$ cat config.mk
export PLATFORM = sky130hd
export DESIGN_NAME = dram_row_ctrl
export DESIGN_NICKNAME = d
export VERILOG_FILES = /design/src/rtl/dram_row_ctrl.sv
export SDC_FILE = /design/constraint.sdc
export NUM_CORES = 1
export LEC_CHECK = 0
export CAP_MARGIN = 10
export CORE_ASPECT_RATIO = 2
export CORE_UTILIZATION = 40
export CTS_CLUSTER_DIAMETER = 100
export DETAILED_ROUTE_END_ITERATION = 8
export HOLD_SLACK_MARGIN = 0.06
export SLEW_MARGIN = 0
export SYNTH_ARGS = -nofsm -noshare
export SYNTH_HDL_FRONTEND = slang
export SYNTH_SLANG_ARGS = --single-unit
$ cat constraint.sdc
create_clock -name clk -period 2.4 [get_ports clk]
set_input_delay 0.36 -clock clk [delete_from_list [all_inputs] [get_ports clk]]
set_output_delay 0.36 -clock clk [all_outputs]
set_load 0.005 [all_outputs]
$ cat src/rtl/dram_row_ctrl.sv
// dram_row_ctrl: open-row DRAM controller with per-class access latency and periodic refresh
module dram_row_ctrl #(
    parameter int ROW_BITS    = 4,
    parameter int DATA_W      = 32,
    parameter int HIT_LAT     = 1,
    parameter int EMPTY_LAT   = 3,
    parameter int MISS_LAT    = 5,
    parameter int REFRESH_INT = 64,
    parameter int REFRESH_LAT = 4
) (
    input  logic                clk,
    input  logic                rst_n,
    input  logic                input_valid,
    input  logic                we,
    input  logic [ROW_BITS-1:0] row,
    input  logic [DATA_W-1:0]   wdata,
    output logic                ready,
    output logic [DATA_W-1:0]   content,
    output logic                output_valid,
    output logic                row_hit
);
    localparam int WORDS = 1 << ROW_BITS;
    localparam int RC_W  = $clog2(REFRESH_INT);
    localparam int LC_W  = 16;
    localparam logic [1:0] IDLE = 2'd0, ACCESS = 2'd1, REFRESH = 2'd2;
    logic [DATA_W-1:0]   mem [WORDS];
    logic [1:0]          state;
    logic [LC_W-1:0]     lat_cnt, acc_lat;
    logic [RC_W-1:0]     ref_cnt;
    logic                pending, open_vld, req_we, req_hit, acc_hit;
    logic [ROW_BITS-1:0] open_row, req_row;
    logic [DATA_W-1:0]   req_wdata;
    assign ready   = state == IDLE && !pending;
    assign acc_hit = open_vld && row == open_row;
    assign acc_lat = acc_hit ? LC_W'(HIT_LAT - 1) : !open_vld ? LC_W'(EMPTY_LAT - 1) : LC_W'(MISS_LAT - 1);
    always_ff @(posedge clk or negedge rst_n) begin
        if (!rst_n) begin
            for (int i = 0; i < WORDS; i++) mem[i] <= DATA_W'(i);
            state        <= IDLE;
            lat_cnt      <= '0;
            ref_cnt      <= '0;
            pending      <= 1'b0;
            open_vld     <= 1'b0;
            open_row     <= '0;
            req_row      <= '0;
            req_we       <= 1'b0;
            req_hit      <= 1'b0;
            req_wdata    <= '0;
            content      <= '0;
            output_valid <= 1'b0;
            row_hit      <= 1'b0;
        end else begin
            output_valid <= 1'b0;
            // refresh counter saturates at its terminal value until the refresh is taken
            if (state == IDLE && pending) begin
                ref_cnt <= '0;
                pending <= 1'b0;
            end else if (ref_cnt != RC_W'(REFRESH_INT - 1)) begin
                ref_cnt <= ref_cnt + RC_W'(1);
                if (ref_cnt == RC_W'(REFRESH_INT - 2)) pending <= 1'b1;
            end
            case (state)
                IDLE: begin
                    if (pending) begin
                        state    <= REFRESH;
                        lat_cnt  <= LC_W'(REFRESH_LAT - 1);
                        open_vld <= 1'b0;
                    end else if (input_valid) begin
                        state     <= ACCESS;
                        lat_cnt   <= acc_lat;
                        req_row   <= row;
                        req_we    <= we;
                        req_wdata <= wdata;
                        req_hit   <= acc_hit;
                        open_row  <= row;
                        open_vld  <= 1'b1;
                    end
                end
                ACCESS: begin
                    if (lat_cnt == '0) begin
                        if (req_we) mem[req_row] <= req_wdata;
                        content      <= req_we ? req_wdata : mem[req_row];
                        row_hit      <= req_hit;
                        output_valid <= 1'b1;
                        state        <= IDLE;
                    end else begin
                        lat_cnt <= lat_cnt - LC_W'(1);
                    end
                end
                REFRESH: begin
                    if (lat_cnt == '0) state <= IDLE;
                    else lat_cnt <= lat_cnt - LC_W'(1);
                end
                default: state <= IDLE;
            endcase
        end
    end
endmodule

==> impl_results.rst, run 1 <==
.. list-table::
   :header-rows: 1

   * - Metric
     - Value
   * - Detailed-route DRC error count
     - 0
   * - Post-synthesis instance area
     - 0.0277 mm^2
   * - Outcome
     - finished, violations left
   * - Residual antenna-violating net count after detailed routing
     - 0
   * - H-Tree Depth
     - 2
   * - Max Slew Vio Count
     - 0
   * - Setup WS pre-CTS
     - -0.383 ns
   * - Unrepaired setup endpoints after global routing
     - true
   * - Post-placement cell area
     - 0.0308 mm^2
   * - # IOs
     - 75
   * - Leading cell types in the layout, fill and taps excluded
     - sky130_fd_sc_hd__dfrtp_1, sky130_fd_sc_hd__mux2_4, sky130_fd_sc_hd__mux2_2
   * - Total of flip-flops plus latches after synthesis
     - 610
   * - Number of non-filler instances in the completed layout
     - a little over 3,000
   * - Source of the critical timing path
     - lat_cnt[1]
   * - Final worst setup slack
     - -0.191 ns
   * - Final Setup Violations
     - 385
   * - Area growth syn-to-layout
     - 27.7%
   * - Overall die area
     - around 0.07 mm^2
   * - Buffer depth of the longest clock path
     - 3
   * - Internal reg-to-reg setup slack
     - -0.19 ns
   * - Startpoint type of the worst setup path
     - flip-flop
   * - Number of library cell types mapped by synthesis
     - 52
   * - CTS clock-pin slew for the worst setup and hold paths
     - 0.07 ns
   * - Reg-to-reg critical path startpoint
     - lat_cnt[1]
   * - Count of routing violations after the opening detailed-route iteration
     - 1,091
   * - Post-route standard cell area excluding fillers
     - 0.0354 mm^2
   * - Avg Cell Area, Syn
     - approximately 14 um^2
   * - Via count of the first global-routing pass
     - 19,200
   * - Top flip-flop cell by instance count after synthesis
     - sky130_fd_sc_hd__dfrtp_1
   * - Num rows
     - 136
   * - Kind of capture point of the worst setup path
     - flip-flop
   * - Final HPWL DP
     - between 40,000 and 50,000 um
   * - Num CTS Buffers
     - 53
   * - Max-capacitance violation count
     - 0
   * - Type of the worst setup path
     - flip-flop to flip-flop
   * - Slew at the pin closest to its max-slew limit
     - 0.833 ns
   * - First-pass GRT wire length
     - 124,000 um
   * - Clk Latency, worst-skew pair
     - between 0.6 and 0.7 ns
   * - Core region area
     - 0.0686 mm^2
   * - Routed length per placed instance
     - about 28 um
   * - Buffers added on ports
     - 74
   * - Filler Cells Inserted
     - 5,592
   * - Drt pass-1 iters
     - 5
   * - Cell count after synthesis
     - 1,913
   * - Lkg Pwr
     - 16.5 nW
   * - Share of the clock period used by the worst path after layout
     - 108%
   * - GRT Total Usage
     - 23.3%
   * - Setup TNS
     - -37.65 ns
   * - Global placement routability congestion
     - 0.841
   * - Root buffer selected by CTS
     - sky130_fd_sc_hd__clkbuf_16
   * - Final Hold Viols
     - 0
   * - Required time reported for the critical path endpoint
     - 2.89 ns
   * - Share of final-layout standard cells stronger than drive strength 1
     - a little under half
   * - Die Span X
     - 188 um
   * - Maximum VDD drop
     - 616 uV
   * - Clock tree from TritonCTS
     - built
   * - Biggest fanout along the worst timing path
     - 7
   * - Top achievable clock speed
     - 0.386 GHz
   * - Yosys warns
     - 0
   * - Initial core utilization
     - about two fifths
   * - Sink count of the clock tree
     - a little over 600
   * - Largest net degree at the start of global routing
     - 83
   * - EDFF count, synth
     - 0
   * - Post-layout nets
     - 2,165
   * - Tightest slew margin relative to the limit
     - 44.4%
   * - Shortest clock period the worst path allows after layout
     - 2.59 ns
   * - Y dimension of the die
     - 374 um
   * - Final routed wirelength across all metal layers
     - 86,500 um
   * - Via density
     - 5.80
   * - Power per cell area
     - between 1000 and 1500 mW/mm^2
   * - # placed instances
     - 2,890
   * - Commonest non-fill, non-tap cell in the layout
     - sky130_fd_sc_hd__dfrtp_1
   * - Critical Path AT
     - 3.08 ns
   * - Sequential share of the synthesized area
     - 55.2%
   * - Post-Syn Nets
     - between 1,500 and 2,000
   * - Residual overflow from global routing
     - 0
   * - Post-route clock skew
     - around 0.025 ns
   * - Vias after detailed routing
     - 17,700
   * - Total design power
     - 35.5 mW
   * - Async set or reset register ratio after synthesis
     - 100%
   * - Failing checks
     - negative setup slack
   * - Type of the tightest min-delay check
     - input port to async pin
   * - Antenna violations before repair
     - 0
[critical path, cell delays in order, from the launching register on]
cell and delay, ns:
sky130_fd_sc_hd__dfrtp_1 0.39, sky130_fd_sc_hd__inv_2 0.09, sky130_fd_sc_hd__ha_4 0.16, sky130_fd_sc_hd__nor4bb_4 0.32, sky130_fd_sc_hd__nand4_4 0.16, sky130_fd_sc_hd__buf_12 0.17
sky130_fd_sc_hd__buf_12 0.14, sky130_fd_sc_hd__nor4_4 0.33, sky130_fd_sc_hd__buf_4 0.21, sky130_fd_sc_hd__clkbuf_16 0.17, sky130_fd_sc_hd__mux2_2 0.33
[area by class of cell]
type                            count  area [um^2]  share of cell area [%]
Sequential cell                   610        15300                    43.3
Multi-Input combinational cell   1132        13200                    37.2
Timing Repair Buffer              312         4060                    11.5
Clock buffer                       80         1550                    4.38
Tap cell                          897         1120                    3.17
Clock inverter                     13          133                   0.375
Inverter                           10         37.5                   0.106
Antenna cell                        1         2.50                 0.00707
[metal layers]
metal / wire length [um] / vias to the layer above / GRT usage (%) / part of all wire (%)
met5: 0 / - / 0 / 0
met4: 3660 / 0 / 9.46 / 4.2
met3: 3350 / 172 / 2.61 / 3.9
met2: 45800 / 435 / 42.7 / 53
met1: 33700 / 9586 / 27.5 / 39
li1: - / 7530 / - / -
[synth_stat cells, types with 32 or more instances]
| library cell | number | share of area [%] |
|---|---|---|
| sky130_fd_sc_hd__mux4_2 | 64 | 5.2 |
| sky130_fd_sc_hd__a21o_1 | 33 | 0.89 |
| sky130_fd_sc_hd__o21ai_0 | 39 | 0.70 |
| sky130_fd_sc_hd__mux2_2 | 444 | 18 |
| sky130_fd_sc_hd__a2111oi_0 | 32 | 1.0 |
| sky130_fd_sc_hd__o31ai_1 | 34 | 0.92 |
| sky130_fd_sc_hd__mux2_1 | 106 | 4.3 |
| sky130_fd_sc_hd__dfstp_2 | 32 | 3.0 |
| sky130_fd_sc_hd__clkbuf_1 | 89 | 1.2 |
| sky130_fd_sc_hd__buf_2 | 59 | 1.1 |
| sky130_fd_sc_hd__mux2i_1 | 133 | 4.8 |
| sky130_fd_sc_hd__dfrtp_1 | 578 | 52 |
| sky130_fd_sc_hd__nor2b_1 | 35 | 0.79 |
| sky130_fd_sc_hd__o22ai_1 | 65 | 1.5 |
[power breakdown]
group | internal [mW] | switching, mW
Clock | 4.66 | 3.91
Combinational | 6.17 | 5.94
Sequential | 12.2 | 2.60
Total | 23.0 | 12.5
[kinds of logic after synthesis]
kind of cell    Yosys count  synth area share (%)
mux                     747                  32.4
flops                   610                  55.2
compound gates          237                  5.86
buf+inv                 171                  2.62
simple gates            137                  3.51
fa+ha+maj                 6                 0.271
xor+xnor                  5                 0.158
[state kept, by name, indices dropped and copies added, names as in the netlist]
register / count
ref_cnt: 6
row_hit: 1
content: 32
req_wdata: 32
req_row: 4
state: 2
req_hit: 1
req_we: 1
output_valid: 1
mem: 512
lat_cnt: 16
pending: 1
open_vld: 1
[repair_timing]
| action | in CTS | in global routing |
|---|---|---|
| pin swaps | 10 | 17 |
| gates cloned | 17 | 20 |
| setup endpoints to repair | 523 | 472 |
| resized for setup | 200 | 259 |
| hold buffers | 1 | 0 |
| endpoints found under the hold margin | 22 | 0 |
| buffers inserted | 37 | 15 |
[metrics by stage]
| step | util [%] | hold slack [ns] |
|---|---|---|
| 4_1_cts | 49.6 | 0.323 |
| 5_1_grt | 51.6 | 0.343 |
| 3_3_place_gp | 44.9 | 0.355 |
| 6_report | 51.6 | 0.314 |
| 3_5_place_dp | 44.9 | 0.373 |
| 2_1_floorplan | - | 0.0644 |
[path summary, 6_finish.rpt]
check                                end  cells past startpoint
setup / recovery                mem[219]                     10
hold / removal                  mem[116]                      2
setup reg to reg                mem[219]                     10
hold reg to reg                 mem[116]                      1
max in group asynchronous       mem[256]                      3
min in group clk           req_wdata[13]                      2
Power figures use the tool's default switching activity.
==> run 2, diff against run 1 <==
Settings changed: CELL_PAD_IN_SITES_DETAIL_PLACEMENT set to 1, CELL_PAD_IN_SITES_GLOBAL_PLACEMENT set to 1, CTS_CLUSTER_DIAMETER 100 to 200, PLACE_DENSITY_LB_ADDON set to 0.1, SETUP_SLACK_MARGIN set to 0.05.
==> impl_results.rst, run 2 (same netlist as run 1, synthesis figures left out) <==
.. list-table::
   :header-rows: 1

   * - Metric
     - Value
   * - Outcome
     - finished, violations left
   * - Failing checks
     - negative setup slack
   * - Biggest fanout along the worst timing path
     - 8
   * - Final HPWL DP
     - 50,400 um
   * - Die Span X
     - 188 um
   * - Buffers added on ports
     - 74
   * - Area growth syn-to-layout
     - 33.8%
   * - Slew at the pin closest to its max-slew limit
     - 0.886 ns
   * - Num CTS Buffers
     - 56
   * - Internal reg-to-reg setup slack
     - -0.29 ns
   * - Residual overflow from global routing
     - 0
   * - Final Setup Violations
     - 485
   * - Top achievable clock speed
     - 0.372 GHz
   * - Max-capacitance violation count
     - 0
   * - Count of routing violations after the opening detailed-route iteration
     - between 900 and 1,000
   * - H-Tree Depth
     - 2
   * - Lkg Pwr
     - 17.1 nW
   * - Number of flip-flops under the largest register name
     - 512
   * - Initial core utilization
     - 40.4%
   * - Buffer depth of the longest clock path
     - 3
   * - Root buffer selected by CTS
     - sky130_fd_sc_hd__clkbuf_16
   * - # placed instances
     - 2,892
   * - Final worst setup slack
     - -0.287 ns
   * - GRT Total Usage
     - 28.1%
   * - Cells on worst reg2reg path
     - 10
   * - Biggest regs
     - mem (512), content (32), req_wdata (32)
   * - Type of the worst setup path
     - flip-flop to flip-flop
   * - Power per cell area
     - ~1000 mW/mm^2
   * - Maximum VDD drop
     - around 670 uV
   * - # IOs
     - 75
   * - Y dimension of the die
     - 374 um
   * - Unrepaired setup endpoints after global routing
     - true
   * - Critical Path AT
     - 3.22 ns
   * - Max Slew Vio Count
     - 0
   * - Utilization after layout
     - 54.1%
   * - Sink count of the clock tree
     - 610
   * - Post-layout nets
     - 2,206
   * - Via density
     - 5.84
   * - Top reg by flops
     - mem
   * - Reg-to-reg critical path startpoint
     - state[1]
   * - Overall die area
     - 0.0704 mm^2
   * - Number of non-filler instances in the completed layout
     - 3,101
   * - Largest net degree at the start of global routing
     - 72
   * - Share of final-layout standard cells stronger than drive strength 1
     - between 40% and 50%
   * - Filler Cells Inserted
     - 6,363
   * - Via count of the first global-routing pass
     - a little over 20,000
   * - Smallest hold slack
     - 0.239 ns
   * - Share of the clock period used by the worst path after layout
     - 112%
   * - Drt pass-1 iters
     - 7
   * - Required time reported for the critical path endpoint
     - 2.93 ns
   * - CTS clock-pin slew for the worst setup and hold paths
     - 0.07 ns
   * - Kind of capture point of the worst setup path
     - flip-flop
   * - Shortest clock period the worst path allows after layout
     - 2.69 ns
   * - Detailed-route DRC error count
     - 0
   * - First-pass GRT wire length
     - 145,000 um
   * - Global placement routability congestion
     - 0.785
   * - Antenna violations before repair
     - 0
   * - Leading cell types in the layout, fill and taps excluded
     - sky130_fd_sc_hd__dfrtp_1, sky130_fd_sc_hd__mux2_4, sky130_fd_sc_hd__mux2i_1
   * - Final routed wirelength across all metal layers
     - between 90,000 and 100,000 um
   * - Type of the tightest min-delay check
     - input port to async pin
   * - Crit Reg-Reg Endpoint
     - mem[306]
   * - Setup WS pre-CTS
     - -0.285 ns
   * - Core region area
     - approximately 0.069 mm^2
   * - Post-route clock skew
     - between 0.02 and 0.03 ns
   * - Residual antenna-violating net count after detailed routing
     - 0
   * - Total design power
     - 38.0 mW
   * - Clock tree from TritonCTS
     - built
   * - Number of antenna diodes
     - 0
   * - Final Hold Viols
     - 0
   * - Commonest non-fill, non-tap cell in the layout
     - sky130_fd_sc_hd__dfrtp_1
   * - Startpoint type of the worst setup path
     - flip-flop
   * - Num rows
     - 136
   * - Vias after detailed routing
     - roughly 18,000
   * - Clk Latency, worst-skew pair
     - 0.65 ns
   * - Routed length per placed instance
     - between 30 and 40 um
   * - Tightest slew margin relative to the limit
     - 40.3%
run 2: cell count changes in the layout (fill, tap and decap cells not counted), sizes merged:
cell,before,now
clkinvlp,1,2
clkdlybuf4s15,0,1
inv,11,12
bufinv,2,8
buf,218,268
diode,1,0
bufbuf,1,0
clkbuf,99,86
clkinv,9,11
run 2: per-stage QoR:
step           TNS (ns)  instance area [um^2]
3_5_place_dp     -92.45                 30900
5_1_grt          -79.98                 37100
4_1_cts          -48.48                 36200
2_1_floorplan         0                 27800
6_report         -62.01                 37100
3_3_place_gp     -86.52                 30900
run 2: area by class of cell:
| cell class | instances | area [um^2] | area share, % |
|---|---|---|---|
| Sequential cell | 610 | 15300 | 41.3 |
| Multi-Input combinational cell | 1132 | 13900 | 37.6 |
| Timing Repair Buffer | 350 | 4730 | 12.8 |
| Clock buffer | 79 | 1610 | 4.34 |
| Tap cell | 897 | 1120 | 3.03 |
| Clock inverter | 23 | 343 | 0.924 |
| Inverter | 10 | 37.5 | 0.101 |
run 2: worst max-delay path by stage:
stage | from | end | depth (start not counted)
after global routing | state[1] | mem[298] | 10
final | state[1] | mem[306] | 10
after detailed placement | lat_cnt[0] | mem[494] | 8
after CTS | lat_cnt[0] | mem[307] | 10
after floorplan | state[1] | mem[235] | 8
after global placement | state[1] | mem[462] | 8
run 2: where the power goes:
group	total, mW	leakage [nW]	switching, mW	internal (mW)
Clock	9.77	0.959	4.23	5.54
Sequential	15.1	8.24	2.88	12.2
Combinational	13.1	7.95	6.38	6.75
Total	38.0	17.1	13.5	24.5
run 2: per-layer routing:
layer	share of wire (%)	track usage (%)
met4	5.0	11.4
met5	0	0
met2	52	51.0
met1	40	33.7
met3	2.9	2.64
run 2: timing repair:
item                                    in CTS  in global routing
hold buffers                                 1                  0
endpoints found under the setup margin     542                550
pin swaps                                   15                 13
hold endpoints to repair                    50                  0
buffers inserted                            53                 20
gates resized for setup                    491                219
cloned                                      39                  8
run 2: critical path: stages, from the launching register on:
cell                        delay [ns]
sky130_fd_sc_hd__dfrtp_1          0.39
sky130_fd_sc_hd__inv_2            0.09
sky130_fd_sc_hd__ha_4             0.14
sky130_fd_sc_hd__nor4bb_4         0.33
sky130_fd_sc_hd__nand4_4          0.18
sky130_fd_sc_hd__buf_12           0.17
sky130_fd_sc_hd__buf_12           0.14
sky130_fd_sc_hd__nor4_4           0.38
sky130_fd_sc_hd__buf_6            0.22
sky130_fd_sc_hd__clkbuf_16        0.21
sky130_fd_sc_hd__mux2_4           0.31
==> run 3, diff against run 2 <==
Settings changed: CTS_BUF_LIST set to sky130_fd_sc_hd__clkbuf_16.
==> impl_results.rst, run 3 (same netlist as run 1, synthesis figures left out) <==
.. list-table::
   :header-rows: 1

   * - Metric
     - Value
   * - Outcome
     - finished, violations left
   * - Failing checks
     - negative setup slack
   * - Biggest regs
     - mem (512), content (32), req_wdata (32)
   * - Type of the worst setup path
     - flip-flop to flip-flop
   * - CTS clock-pin slew for the worst setup and hold paths
     - 0.07 ns
   * - Setup WS pre-CTS
     - -0.285 ns
   * - Biggest fanout along the worst timing path
     - 5
   * - GRT Total Usage
     - 27.6%
   * - Maximum VDD drop
     - 789 uV
   * - Startpoint type of the worst setup path
     - flip-flop
   * - Max-capacitance violation count
     - 0
   * - Top achievable clock speed
     - between 0.3 and 0.4 GHz
   * - Routed length per placed instance
     - 31.5 um
   * - Kind of capture point of the worst setup path
     - flip-flop
   * - Final Setup Violations
     - 488
   * - Max Slew Vio Count
     - 0
   * - Setup TNS
     - -51.78 ns
   * - Reg power frac
     - 40.3%
   * - Detailed-route DRC error count
     - 0
   * - Global placement routability congestion
     - a little under 0.8
   * - Final HPWL DP
     - 50,400 um
   * - Root buffer selected by CTS
     - sky130_fd_sc_hd__clkbuf_16
   * - Post-route clock skew
     - 0.0308 ns
   * - Number of antenna diodes
     - 0
   * - Final worst setup slack
     - -0.225 ns
   * - Residual antenna-violating net count after detailed routing
     - 0
   * - Filler Cells Inserted
     - 6,455
   * - Vias after detailed routing
     - 18,100
   * - Slew at the pin closest to its max-slew limit
     - roughly 0.8 ns
   * - Internal power
     - 24.0 mW
   * - Via density
     - 5.83
   * - Y dimension of the die
     - 374 um
   * - H-Tree Depth
     - 2
   * - Clk Latency, worst-skew pair
     - 0.65 ns
   * - Num CTS Buffers
     - between 50 and 60
   * - Required time reported for the critical path endpoint
     - 2.93 ns
   * - Via count of the first global-routing pass
     - 20,400
   * - Residual overflow from global routing
     - 0
   * - Leading cell types in the layout, fill and taps excluded
     - sky130_fd_sc_hd__dfrtp_1, sky130_fd_sc_hd__mux2_4, sky130_fd_sc_hd__mux2i_1
   * - Proportion of power drawn by combinational gates
     - 34.5%
   * - Sw Pwr
     - 13.3 mW
   * - Final Hold Viols
     - 0
   * - Buffer depth of the longest clock path
     - 3
   * - Drt pass-1 iters
     - 4
   * - Core region area
     - 0.0686 mm^2
   * - Lkg Pwr
     - 16.9 nW
   * - Largest net degree at the start of global routing
     - a little over 70
   * - Die Span X
     - 188 um
   * - Initial core utilization
     - roughly 40%
   * - Share of the clock period used by the worst path after layout
     - 109%
   * - Number of flip-flops under the largest register name
     - 512
   * - # IOs
     - 75
   * - Tightest slew margin relative to the limit
     - 44.8%
   * - Shortest clock period the worst path allows after layout
     - 2.62 ns
   * - Antenna violations before repair
     - 0
   * - Sink count of the clock tree
     - 610
   * - Top reg by flops
     - mem
   * - Critical Path AT
     - 3.15 ns
   * - Commonest non-fill, non-tap cell in the layout
     - sky130_fd_sc_hd__dfrtp_1
   * - Buffers added on ports
     - 74
   * - Power per cell area
     - about 1000 mW/mm^2
   * - Area growth syn-to-layout
     - 32.0%
   * - Post-layout nets
     - 2,204
   * - Clock tree from TritonCTS
     - built
   * - Total design power
     - 37.3 mW
   * - Sw Ratio
     - a little over a third
   * - First-pass GRT wire length
     - 143,000 um
   * - Unrepaired setup endpoints after global routing
     - true
   * - Final routed wirelength across all metal layers
     - between 90,000 and 100,000 um
   * - Power share of the clock group
     - 25.2%
   * - Type of the tightest min-delay check
     - input port to async pin
   * - Share of final-layout standard cells stronger than drive strength 1
     - about 45%
   * - Num rows
     - 136
   * - Overall die area
     - between 0.07 and 0.08 mm^2
   * - Count of routing violations after the opening detailed-route iteration
     - 1,003
==> run 3: cell count changes in the layout (fill, tap and decap cells not counted), moves of 3 or more <==
cell                        delta
sky130_fd_sc_hd__clkbuf_8     -10
sky130_fd_sc_hd__clkbuf_16     +5
sky130_fd_sc_hd__mux2_4       -78
sky130_fd_sc_hd__clkbuf_1     -12
sky130_fd_sc_hd__mux2_1       +73
sky130_fd_sc_hd__mux2_2        +5
sky130_fd_sc_hd__clkinv_1     +10
sky130_fd_sc_hd__buf_16        -6
sky130_fd_sc_hd__buf_12        +3
sky130_fd_sc_hd__buf_8         -6
sky130_fd_sc_hd__inv_1        +12
sky130_fd_sc_hd__buf_6         +3
==> run 3: worst paths after layout <==
kind	from	end	slack, ns	cells after the start
worst max-delay path	state[1]	mem[264]	-0.22	10
worst min-delay path	rst_n	ref_cnt[4]	0.22	2
worst max register to register	state[1]	mem[264]	-0.22	10
worst min register to register	mem[121]	mem[121]	0.49	1
max in group asynchronous	rst_n	req_row[1]	1.21	3
min in group clk	wdata[19]	req_wdata[19]	0.32	2
==> run 3: final cells by class <==
| class | count | area [um^2] | share of cell area [%] |
|---|---|---|---|
| clock inverters | 45 | 425 | 1.16 |
| multi-input cells | 1132 | 13600 | 37.1 |
| well taps | 897 | 1120 | 3.07 |
| flip-flops and latches | 610 | 15300 | 41.8 |
| repair buffers | 348 | 4680 | 12.8 |
| inverters | 10 | 37.5 | 0.103 |
| clock buffers | 57 | 1430 | 3.90 |
==> run 3: through the flow <==
step           area [um^2]  instances  hold WS [ns]  util (%)
3_3_place_gp         30900       2892         0.310      45.0
2_1_floorplan        27800       1913        0.0644         -
4_1_cts              35500       3076         0.239      51.7
6_report             36600       3099         0.215      53.4
5_1_grt              36600       3099         0.251      53.4
3_5_place_dp         30900       2892         0.320      45.0
==> run 3: power by group through the flow <==
stage	Combinational (mW)	Clock, mW	Sequential (mW)
finish	12.8	9.40	15.0
global route	13.6	9.95	15.3
CTS	12.0	9.61	14.8
detailed placement	11.2	0	15.0
global placement	10.9	0	14.8
floorplan	6.83	0	13.4
==> run 3: repair_timing <==
action / in CTS / in global routing
cloned: 33 / 14
pin swaps: 15 / 12
endpoints found under the setup margin: 542 / 548
buffers inserted: 48 / 22
endpoints found under the hold margin: 52 / 0
hold buffers: 1 / 0
gates resized for setup: 358 / 245
==> run 3: metal layers <==
layer,global-route usage [%],wire length (um),share of wire (%)
met1,32.6,38100,39
met2,49.9,51600,53
met3,3.23,2900,3.0
met4,11.9,5030,5.2
met5,0,0,0
==> run 3: worst max-delay path, cell delays in order, from the launching register on <==
cell and delay [ns]:
sky130_fd_sc_hd__dfrtp_1 0.39, sky130_fd_sc_hd__inv_2 0.06, sky130_fd_sc_hd__ha_2 0.17, sky130_fd_sc_hd__nor4bb_4 0.33, sky130_fd_sc_hd__nand4_4 0.18, sky130_fd_sc_hd__buf_12 0.18, sky130_fd_sc_hd__buf_12 0.13, sky130_fd_sc_hd__nor4_4 0.34
sky130_fd_sc_hd__buf_6 0.23, sky130_fd_sc_hd__buf_12 0.18, sky130_fd_sc_hd__mux2_4 0.31
